`config.mk`:
```
export PLATFORM = sky130hd
export DESIGN_NAME = if_fetch_unit
export DESIGN_NICKNAME = d
export VERILOG_FILES = /design/src/rtl/if_fetch_unit.sv
export SDC_FILE = /design/constraint.sdc
export NUM_CORES = 1
export LEC_CHECK = 0
export CORE_MARGIN = 10
export CORE_UTILIZATION = 44
export CTS_CLUSTER_SIZE = 12
export DETAILED_ROUTE_END_ITERATION = 8
export PLACE_DENSITY = 0.89
export SETUP_SLACK_MARGIN = 0.05
export SLEW_MARGIN = 20
export SYNTH_ARGS = -nofsm -noshare
export SYNTH_HDL_FRONTEND = slang
export SYNTH_SLANG_ARGS = --single-unit
```
`constraint.sdc`:
```
create_clock -name clk -period 2.39 [get_ports clk]
set_input_delay 0.478 -clock clk [delete_from_list [all_inputs] [get_ports clk]]
set_output_delay 0.478 -clock clk [all_outputs]
set_load 0.03 [all_outputs]
```
`src/rtl/if_fetch_unit.sv`:
```
// Instruction-fetch front end: owns the fetch PC, handshakes with imem,
// fills the single-entry IF/ID slot. Option: IF_MISALIGN_TRAP_EN.
module if_fetch_unit #(
    parameter int              PC_W     = 32,
    parameter int              PRED_W   = 8,
    parameter logic [PC_W-1:0] RESET_PC = '0
) (
    input  logic              clk,
    input  logic              rst,
    output logic [PC_W-1:0]   fetch_pc,
    input  logic              pred_taken,
    input  logic [PRED_W-1:0] pred_target,
    input  logic              refetch,
    input  logic [PC_W-1:0]   redirect_pc,
    input  logic              FD_stall,
    output logic              imem_req,
    output logic [PC_W-1:0]   imem_addr,
    input  logic              imem_ack,
    input  logic [31:0]       imem_rdata,
    output logic              inst_valid,
    output logic [31:0]       inst_IF,
    output logic [PC_W-1:0]   PC_IF_out,
    output logic              taken_out,
    output logic [PC_W-1:0]   PC_pre_out
`ifdef IF_MISALIGN_TRAP_EN
    ,
    output logic              misalign_out
`endif
);

    localparam logic [31:0] NOP = 32'h0000_0013;

    typedef enum logic [1:0] {
        IDLE,
        REQ,
        DROP,
        HALT
    } state_t;

    state_t          state;
    state_t          state_nx;
    logic [PC_W-1:0] drop_addr;
    logic [PC_W-1:0] pred_pc;
    logic [PC_W-1:0] seq_pc;
    logic            can_accept;
    logic            misalign;
    logic            fill;
    logic            trap;

    assign can_accept = !inst_valid || !FD_stall;
    assign pred_pc    = {fetch_pc[PC_W-1:PRED_W], pred_target};
    assign seq_pc     = fetch_pc + PC_W'(4);

`ifdef IF_MISALIGN_TRAP_EN
    assign misalign = (fetch_pc[1:0] != 2'b00);
`else
    assign misalign = 1'b0;
`endif

    // State register; reset abandons any outstanding request.
    always_ff @(posedge clk) begin
        if (rst)
            state <= IDLE;
        else
            state <= state_nx;
    end

    // Next state, memory request and slot fill/trap strobes.
    always_comb begin
        state_nx  = state;
        imem_req  = 1'b0;
        imem_addr = fetch_pc;
        fill      = 1'b0;
        trap      = 1'b0;
        unique case (state)
            IDLE: begin
                state_nx = REQ;
            end
            REQ: begin
                imem_req = can_accept && !misalign;
                if (refetch) begin
                    if (imem_req && !imem_ack)
                        state_nx = DROP;
                end else if (imem_req && imem_ack) begin
                    fill = 1'b1;
                end else if (can_accept && misalign) begin
                    trap     = 1'b1;
                    state_nx = HALT;
                end
            end
            DROP: begin
                imem_req  = 1'b1;
                imem_addr = drop_addr;
                if (imem_ack)
                    state_nx = REQ;
            end
            HALT: begin
                if (refetch)
                    state_nx = REQ;
            end
        endcase
    end

    // Fetch PC, in-flight address for DROP, and the IF/ID slot.
    always_ff @(posedge clk) begin
        if (rst) begin
            fetch_pc   <= RESET_PC;
            drop_addr  <= '0;
            inst_valid <= 1'b0;
            inst_IF    <= NOP;
            PC_IF_out  <= '0;
            taken_out  <= 1'b0;
            PC_pre_out <= '0;
`ifdef IF_MISALIGN_TRAP_EN
            misalign_out <= 1'b0;
`endif
        end else begin
            if (state != DROP)
                drop_addr <= fetch_pc;
            if (refetch) begin
                fetch_pc   <= redirect_pc;
                inst_valid <= 1'b0;
            end else if (fill) begin
                fetch_pc   <= pred_taken ? pred_pc : seq_pc;
                inst_valid <= 1'b1;
                inst_IF    <= imem_rdata;
                PC_IF_out  <= fetch_pc;
                taken_out  <= pred_taken;
                PC_pre_out <= pred_pc;
`ifdef IF_MISALIGN_TRAP_EN
                misalign_out <= 1'b0;
`endif
            end else if (trap) begin
                inst_valid <= 1'b1;
                inst_IF    <= NOP;
                PC_IF_out  <= fetch_pc;
                taken_out  <= 1'b0;
                PC_pre_out <= '0;
`ifdef IF_MISALIGN_TRAP_EN
                misalign_out <= 1'b1;
`endif
            end else if (!FD_stall) begin
                inst_valid <= 1'b0;
            end
        end
    end

endmodule

```
* Word level (Yosys, flattened, before mapping)
Cells that the tools add are included.
Storage, ports and cells: bits in registers 164, latch bits 0, RAM bits 0, memory bits (read-only) 0, input bits 78, output and inout bits 163, word-level logic and storage cells 52, memories kept 0
Cells by class: $add $sub $neg 1, multiply operators 0, divide/modulo/power cells 0, magnitude comparators 0, equal/unequal tests 10, shift-type cells 0, multiplexer cells 19, bitwise operators 1, reduce and logical (&&, ||, !) cells 12
Operators by type and width (count):
- 2-to-1 mux 32 bit | 7
- adder 32 x 3 -> 32 bit (second input constant) | 1
- inequality test 2 bit (second input constant) | 5
- 2-to-1 mux 2 bit | 4
- case mux 2 bit (4 select lines) | 1
- 2-to-1 mux 1 bit | 6
- == test 2 bit (second input constant) | 2
- inequality test 2 x 1 -> 1 bit (second input constant) | 2
- AND reduction 2 bit | 2
- AND reduction 4 bit | 1
- zero test 1 bit | 3
- == test 2 x 1 -> 1 bit (second input constant) | 1
- logical AND 1 bit | 2
- zero test 2 bit | 1
- case mux 1 bit (2 select lines) | 1
- nonzero test 2 bit | 1
- OR reduction 2 bit | 1
- logical OR 1 bit | 1
- NOT 1 bit | 1

* Depth between registers and ports, before layout
Gate-level depths: netlist (run 1).
word-level depth 8, depth in mapped cells 9, depth with buffers taken out 7

* Worst setup path before layout (run 1)
Ideal clock, no wire load.
kind reg2out, from register state[0], to output port imem_addr[10], data arrival time 1.748 ns, data required time 1.912 ns, slack 0.164 ns, cell stages (with the launch flop) 6, buffers on the path 2, path through dfxtp_1 -> inv_1 -> ha_1 -> clkbuf_1 -> buf_1 -> o21ai_0
On the way: cells in the longest elaborated chain, start to end 2
Ends and longest elaborated chain:
- from (decl) | line 40 | state_t state;
- from (signal assigned) | line 65 | state <= state_nx;
- == test 2 bit | line 75 | unique case (state)
- 2-to-1 mux 32 bit | line 75
- to (decl) | line 17 | output logic [PC_W-1:0] imem_addr,
Every way passes these cells.

* Worst setup path after layout (run 1)
from register state[1], to output port imem_addr[9]
Same word-level chain as after synthesis.

==> results of run 1 <==
critical path: cells and delay by family (launching register included):
| family | cells | cell delay [ns] |
|---|---|---|
| flip-flops | 1 | 0.42 |
| multiplexers | 1 | 0.37 |
| buffers and inverters | 2 | 0.35 |
| adder cells (fa/ha/maj) | 1 | 0.19 |
cells in the mapped netlist (all sizes together) (4+ instances only):
library cell and n:
o22ai 5, inv 7, xor2 4, nor2 35, a31oi 6, nand4 13
mux2 30, a21oi 80, nor3 7, nand2 174, nand3b 5, clkbuf 34
ha 4, and2 6, xnor2 9, or4 5, o21ai 6, a211oi 16
dfxtp 140, buf 41, nand3 13, o211ai 5, mux2i 8, nor4 11
nor2b 34
sequential cells by signal, summed over array words and instances (netlist names):
name        flops
PC_IF_out      32
inst_valid      1
drop_addr      32
fetch_pc       32
taken_out       1
inst_IF        32
state           2
PC_pre_out      8
what timing repair did:
item | CTS | global route
resized for setup | 124 | 24
pin swaps | 0 | 0
cloned | 0 | 0
hold buffers | 0 | 0
setup endpoints to repair | 29 | 13
cells by family after synthesis:
family          after synthesis  synth area share (%)
xor+xnor                     13                  1.84
fa+ha+maj                     4                 0.811
mux                          38                  6.77
buf+inv                      82                  6.71
flops                       140                  45.4
simple gates                318                  25.7
compound gates              133                  12.8
path summary, 6_finish.rpt:
path,start,end,slack (ns),depth (start not counted)
setup reg to reg,fetch_pc[10],fetch_pc[25],0.35,5
hold reg to reg,taken_out,taken_out,0.45,2
hold / removal,taken_out,taken_out,0.45,2
setup / recovery,state[1],imem_addr[9],0.15,4
routing by layer:
layer / part of all wire (%) / vias up / global-route usage [%]
li1: - / 2910 / -
met1: 40 / 2798 / 23.3
met2: 49 / 240 / 35.3
met3: 9.8 / 32 / 9.25
met4: 1.7 / 2 / 5.77
met5: 0.062 / - / 0
where the power goes:
part	internal, mW	total (mW)	switching [mW]	leakage [nW]
logic	0.845	1.97	1.13	1.97
registers	2.51	2.66	0.141	1.14
clock network	1.83	2.84	1.01	0.306
cell type report:
| cell class | instances | area [µm²] | share of cell area, % |
|---|---|---|---|
| inverters | 7 | 26.3 | 0.283 |
| clock buffers | 22 | 474 | 5.11 |
| well taps | 180 | 225 | 2.42 |
| multi-input cells | 506 | 2980 | 32.0 |
| repair buffers | 277 | 2620 | 28.2 |
| clock inverters | 10 | 163 | 1.75 |
| flip-flops and latches | 140 | 2800 | 30.2 |
stage by stage:
stage	hold WS, ns	power [mW]	utilization [%]
after floorplan	0.470	3.82	-
after global placement	0.440	4.71	63.6
after detailed placement	0.446	4.74	63.6
after CTS	0.454	7.54	67.7
after global routing	0.470	7.75	67.2
final	0.453	7.47	67.2
==> impl_metrics.ini, run 1 <==
[outcome]
status = complete, no violations

[sta]
fin_worst_skew_ns = 0.00767
hold_violations = 0
fmax_mhz = 446
relSlewSlack_pct = 60.9
finalCriticalPeriod_ns = 2.24
setup_viol = 0
finalCritPeriodShare_pct = 93.9
final.setup.worst_slack_ns = 0.147
slew_viol_final = 0
setup_tns_ns = 0
worst_pin_slew_ns = 0.586
rsz0062_at_grt = false

[worst_setup_path]
cp_cell_sequence = ha_4, buf_12, mux2_2, buf_2
critPathSlowestCell = dfxtp_1
arrival_ns = 1.77
path_max_fanout = 19
slowest_delay_ns = 0.42
cp.required_ns = 1.91
worstSetupPathType = flop to primary output
start_kind = flop
worstSetupEndpointType = primary output

[power]
p_leak_nw = 3.42
vdd_drop_max_mv = 0.608
power_density_mw_per_mm2 = 804

[synthesis]
postSynth.asyncResetShare_pct = 0
synth_cells = 728
postSynthAreaPerCell_um2 = 8.48
synth-edff-count = 0
synth_fp_nets = 810
netlist_area_mm2 = 0.00617
synth_top_area_cell = dfxtp_1
synth_warnings = 0
synth_cell_type_count = 53
synth_seq_cells = 140
ys_seq_area_share_pct = 45.4
synth_top_area_share_pct = 45.4
ys.flop_type = dfxtp_1
synthTopCellsByArea = dfxtp_1, nand2_1, a21oi_1, mux2_2, nor2b_1

[grt]
grt.total_usage_pct = 20.9
grt_pass1_wl_um = 33000
grt_max_degree = 56
antenna_found_initial = 1
first_global_vias = 6063
grt.overflow.total = 0

[die]
die_h_um = 138
initial_core_util_pct = 44.6
die_area_mm2 = 0.0192
num_io_pins = 241
die_w_um = 138
row_count = 43
coreArea_mm2 = 0.0138

[clock_tree]
htreeDepth = 4
worstSkewPairLatency_ns = 0.42
clk_pin_slew_ns = 0.06
post_cts_buffers = 0
clock_path_buffers = 2
cts_tree = built
cts-root-buf = clkbuf_16
clock-sinks = 140
numCtsBuffers = 17

[finish]
final_common_cell = clkdlybuf4s50_1
num_antenna_cells = 0
fin_nets = 1031
final_cell_mix = clkdlybuf4s50_1, nand2_1, dfxtp_1, a21oi_1, nor2_1
stdcell_area_mm2 = 0.00929
area.growth.synth_to_final_pct = 50.5
fillers = 1086
fin_cells = 1142
final_layout_size_suffix_gt1_share_pct = 15.7

[place]
routabilityCongestion = 0.815
dp_slack_ns = 0.108
place_area_mm2 = 0.00879
port_buffers = 240
dp_hpwl_um = 15500
dp.cells = 1110

[drt]
drt_wl_total_um = 20800
via_count = 5982
routedWlPerCell_um = 18.2
antenna_left = 0
via_per_inst = 5.24
first_pass_iters = 4
first_iter_violations = 381
remaining_drc_errors = 0

[job]
maxCapViolations = 0

[min_path]
hold_class = flop to flop
No activity file was read; power rests on OpenSTA's default activity.
==> run 2, diff against run 1 <==
CORE_ASPECT_RATIO = 0.8   (was default)
==> run 2 against run 1 <==
  * Core utilization increased by 0.41 points
  * Setup slack better by 0.0018 ns
  * Fmax hardly changed
  * Global-route usage down 0.65 points
  * Final cell count fell by 0.18%
  * Clock-buffer cell count rose by 1
  * Combinational power about the same
  * First-iteration DRC count grew 3.1%
  * Wire length is 1.2% lower
  * Clock skew increased by 0.0018 ns
  * Largest cell class unchanged
==> impl_metrics.ini, run 2 (synthesis results as in run 1) <==
[finish]
final_cell_mix = clkdlybuf4s50_1, nand2_1, dfxtp_1, a21oi_1, nor2_1
fillers = 1142
final_layout_size_suffix_gt1_share_pct = 15.5
seq_area_mm2 = 0.00280
fin_nets = 1029
multi_input_area_mm2 = 0.00298
area.growth.synth_to_final_pct = 49.4
num_antenna_cells = 0
final_common_cell = clkdlybuf4s50_1

[sta]
fmax_mhz = 446
hold_ws_ns = 0.453
hold_violations = 0
finalCritPeriodShare_pct = 93.8
finalCriticalPeriod_ns = 2.24
rsz0062_at_grt = false
worst_pin_slew_ns = 0.612
setup_tns_ns = 0
relSlewSlack_pct = 59.2
setup_viol = 0
fin_worst_skew_ns = 0.00950
slew_viol_final = 0

[place]
dp_hpwl_um = 15500
routabilityCongestion = 0.898
port_buffers = 240

[power]
p_leak_nw = 3.39
p_sw_mw = 2.24
swShare_pct = 31.0
clockPowerShare_pct = 36.2
vdd_drop_max_mv = 0.575
internal_power_mw = 5.00
p_comb_share_pct = 27.1
power_density_mw_per_mm2 = 785
pwr-share-seq_pct = 36.7

[die]
num_io_pins = 241
die_w_um = 152
row_count = 38
initial_core_util_pct = 45.2
die_area_mm2 = 0.0192
coreArea_mm2 = 0.0136
die_h_um = 126

[job]
maxCapViolations = 0

[clock_tree]
clock-sinks = 140
numCtsBuffers = 17
cts-root-buf = clkbuf_16
post_cts_buffers = 0
cts_tree = built
hold_buffers = 0
worstSkewPairLatency_ns = 0.41
htreeDepth = 4
clock_path_buffers = 2
clk_pin_slew_ns = 0.06

[drt]
first_pass_iters = 5
via_per_inst = 5.22
routedWlPerCell_um = 18.0
via_count = 5947
drt_wl_total_um = 20600
antenna_left = 0
remaining_drc_errors = 0
first_iter_violations = 393

[worst_setup_path]
start_kind = flop
cp_cell_sequence = inv_1, ha_4, buf_12, mux2_2, buf_2
worstSetupPathType = flop to primary output
worstSetupEndpointType = primary output
slowest_delay_ns = 0.36
critPathSlowestCell = mux2_2
path_max_fanout = 19
arrival_ns = 1.76
cp.required_ns = 1.91

[grt]
grt_max_degree = 59
antenna_found_initial = 0
grt.total_usage_pct = 20.2
grt.overflow.total = 0
first_global_vias = 5845
grt_pass1_wl_um = 32200

[outcome]
status = complete, no violations

[min_path]
hold_class = flop to flop
-- run 2: changes by cell type in the layout (fill, tap and decap cells not counted) --
cell	delta
buf_12	-1
buf_4	-1
bufinv_16	-2
clkbuf_8	+1
clkinv_4	-1
clkinvlp_4	+1
inv_6	+1
o21ai_0	+1
o21ai_1	-1
-- run 2: what timing repair did --
action                     CTS  global route
setup endpoints to repair   29            19
pin swaps                    0             0
resized for setup          110            37
-- run 2: worst paths after layout --
kind	from	end	slack [ns]	cells after the start
setup / recovery	state[0]	imem_addr[12]	0.15	5
hold / removal	inst_IF[26]	inst_IF[26]	0.45	2
setup reg to reg	fetch_pc[9]	fetch_pc[25]	0.36	5
hold reg to reg	inst_IF[26]	inst_IF[26]	0.45	2
-- run 2: cell type report --
class	count	share of cell area, %
multi-input combinational	506	32.3
sequential	140	30.4
timing repair buffer	275	28.1
clock buffer	23	5.29
tap	180	2.44
clock inverter	9	1.19
inverter	7	0.285
-- run 2: power groups by stage --
stage               clock network (mW)  logic [mW]  registers [mW]
global route                      2.77        2.09            2.68
global placement                     0        2.00            2.69
CTS                               2.68        2.00            2.65
detailed placement                   0        2.02            2.70
finish                            2.62        1.96            2.65
floorplan                            0       0.926            2.90
-- run 2: metrics by stage --
step | setup WS [ns] | power, mW | util, % | cells | instance area [µm²]
global placement | 0.117 | 4.69 | 64.2 | 1108 | 8760
CTS | 0.0510 | 7.34 | 68.4 | 1140 | 9340
detailed placement | 0.0600 | 4.72 | 64.2 | 1108 | 8760
finish | 0.149 | 7.24 | 67.6 | 1140 | 9220
floorplan | 0.164 | 3.82 | - | 728 | 6170
global route | 0.0787 | 7.54 | 67.6 | 1140 | 9220
-- run 2: critical path: cells and delay by family, from the launching register on --
family / cells / cell delay [ns]
multiplexers: 1 / 0.36
adder cells (fa/ha/maj): 1 / 0.17
flip-flops: 1 / 0.34
buffers and inverters: 3 / 0.47
-- run 2: per-layer routing --
metal	GRT usage (%)	routed length [µm]	up-vias
li1	-	-	2910
met5	0	0	-
met3	8.67	1960	11
met4	3.92	119	0
met1	24.8	9050	2796
met2	32.7	9430	230
==> run 3, diff against run 2 <==
CAP_MARGIN = 20   (was default)
CORE_UTILIZATION = 60   (was 44)
CTS_BUF_LIST = sky130_fd_sc_hd__clkbuf_8   (was default)
DONT_BUFFER_PORTS = 1   (was default)
PLACE_DENSITY = 0.84   (was 0.89)
==> run 3 against run 2 <==
  * Clock-buffer cell count down 1
  * Critical path depth is 2 lower
  * Setup slack worse by 0.069 ns
  * Die area shrank 23%
  * Combinational power down 38%
  * First-iteration DRC count is 23% higher
  * Global-route usage up 3.3 points
  * Clock power shrank 22%
  * Final area decreased by 27%
  * Fmax shrank 3.0%
  * Core utilization down 1.6 points
  * Critical endpoint is now imem_addr[6]
  * Largest cell class unchanged
  * Highest routed layer unchanged
==> impl_metrics.ini, run 3 (synthesis results as in run 1) <==
[outcome]
status = complete, no violations

[die]
num_io_pins = 241
die_h_um = 111
coreArea_mm2 = 0.0102
row_count = 33
die_w_um = 133
initial_core_util_pct = 60.8
die_area_mm2 = 0.0148

[finish]
area.growth.synth_to_final_pct = 8.66
fin_nets = 790
final_core_util_pct = 66.0
final_cell_mix = nand2_1, dfxtp_1, a21oi_1, nor2_1
seq_area_mm2 = 0.00280
multi_input_area_mm2 = 0.00297
final_layout_size_suffix_gt1_share_pct = 16.2
stdcell_area_mm2 = 0.00671
fillers = 834
final_common_cell = nand2_1

[worst_setup_path]
slowest_delay_ns = 0.47
cp_cell_sequence = ha_2, buf_4, mux2_2
arrival_ns = 1.83
worstSetupEndpointType = primary output
start_kind = flop
path_max_fanout = 18
cp.required_ns = 1.91
critPathSlowestCell = mux2_2
crit_buf_inv = 1
path_delay_family = multiplexers
worstSetupPathType = flop to primary output

[power]
power_density_mw_per_mm2 = 909
pwr-share-seq_pct = 46.3
swShare_pct = 33.0
vdd_drop_max_mv = 0.565
internal_power_mw = 4.09
p_sw_mw = 2.01
p_leak_nw = 2.40
clockPowerShare_pct = 33.7
p_comb_share_pct = 20.1
p_total_mw = 6.10

[grt]
grt.overflow.total = 0
grt_max_degree = 144
first_global_vias = 5227
grt.total_usage_pct = 23.6
grt_pass1_wl_um = 28500
antenna_found_initial = 1

[clock_tree]
cts-root-buf = clkbuf_8
numCtsBuffers = 17
htreeDepth = 4
clock_path_buffers = 2
clock-sinks = 140
cts_tree = built
worstSkewPairLatency_ns = 0.43
clk_pin_slew_ns = 0.08

[sta]
rsz0062_at_grt = true
slew_viol_final = 0
hold_violations = 0
worst_pin_slew_ns = 0.685
fin_worst_skew_ns = 0.00906
hold_ws_ns = 0.122
final.setup.worst_slack_ns = 0.0792
fmax_mhz = 433
setup_viol = 0
relSlewSlack_pct = 54.1
finalCritPeriodShare_pct = 96.7
finalCriticalPeriod_ns = 2.31

[drt]
routedWlPerCell_um = 20.8
first_pass_iters = 5
drt_wl_total_um = 17900
via_per_inst = 6.01
remaining_drc_errors = 0
antenna_left = 0
via_count = 5180
first_iter_violations = 482

[job]
maxCapViolations = 0

[place]
port_buffers = 0
dp_slack_ns = 0.316
routabilityCongestion = 0.850
place_area_mm2 = 0.00626
dp_hpwl_um = 12900

[min_path]
hold_class = input pin to flop
[run 3: layer usage]
layer	share of wire [%]	global-route usage (%)	wire (µm)	vias to the layer above
li1	-	-	-	2422
met1	37	26.7	6670	2430
met2	49	39.0	8810	301
met3	12	9.47	2160	27
met4	1.7	8.83	303	0
met5	0	0	0	-
[run 3: worst paths after layout]
kind	startpoint	endpoint	slack (ns)	depth (start not counted)
max	state[1]	imem_addr[6]	0.08	3
min	rst	PC_IF_out[16]	0.12	1
max reg2reg	state[1]	fetch_pc[9]	0.25	7
min reg2reg	state[0]	state[0]	0.54	2
[run 3: what timing repair did]
action,4_1_cts,5_1_grt
hold buffers,0,0
endpoints found under the setup margin,1,31
resized for setup,1,0
endpoints found under the hold margin,0,0
buffers inserted,0,0
[run 3: cell type report]
class                      count  share of cell area, %
clock inverter                10                   2.03
timing repair buffer          36                   4.40
multi-input combinational    506                   44.2
inverter                       7                  0.392
clock buffer                  22                   4.51
antenna                        1                 0.0373
sequential                   140                   41.8
tap                          140                   2.61
[run 3: stage by stage]
stage               setup TNS [ns]  cells
floorplan                        0    728
global route              -0.00671    862
detailed placement               0    829
global placement                 0    829
CTS                              0    861
finish                           0    862
[run 3: power by group through the flow]
stage	Combinational (mW)	Clock, mW	Sequential, mW
2_1_floorplan	0.926	0	2.90
3_5_place_dp	1.22	0	2.88
5_1_grt	1.33	2.18	2.84
4_1_cts	1.23	2.08	2.82
3_3_place_gp	1.17	0	2.86
6_report	1.22	2.05	2.82
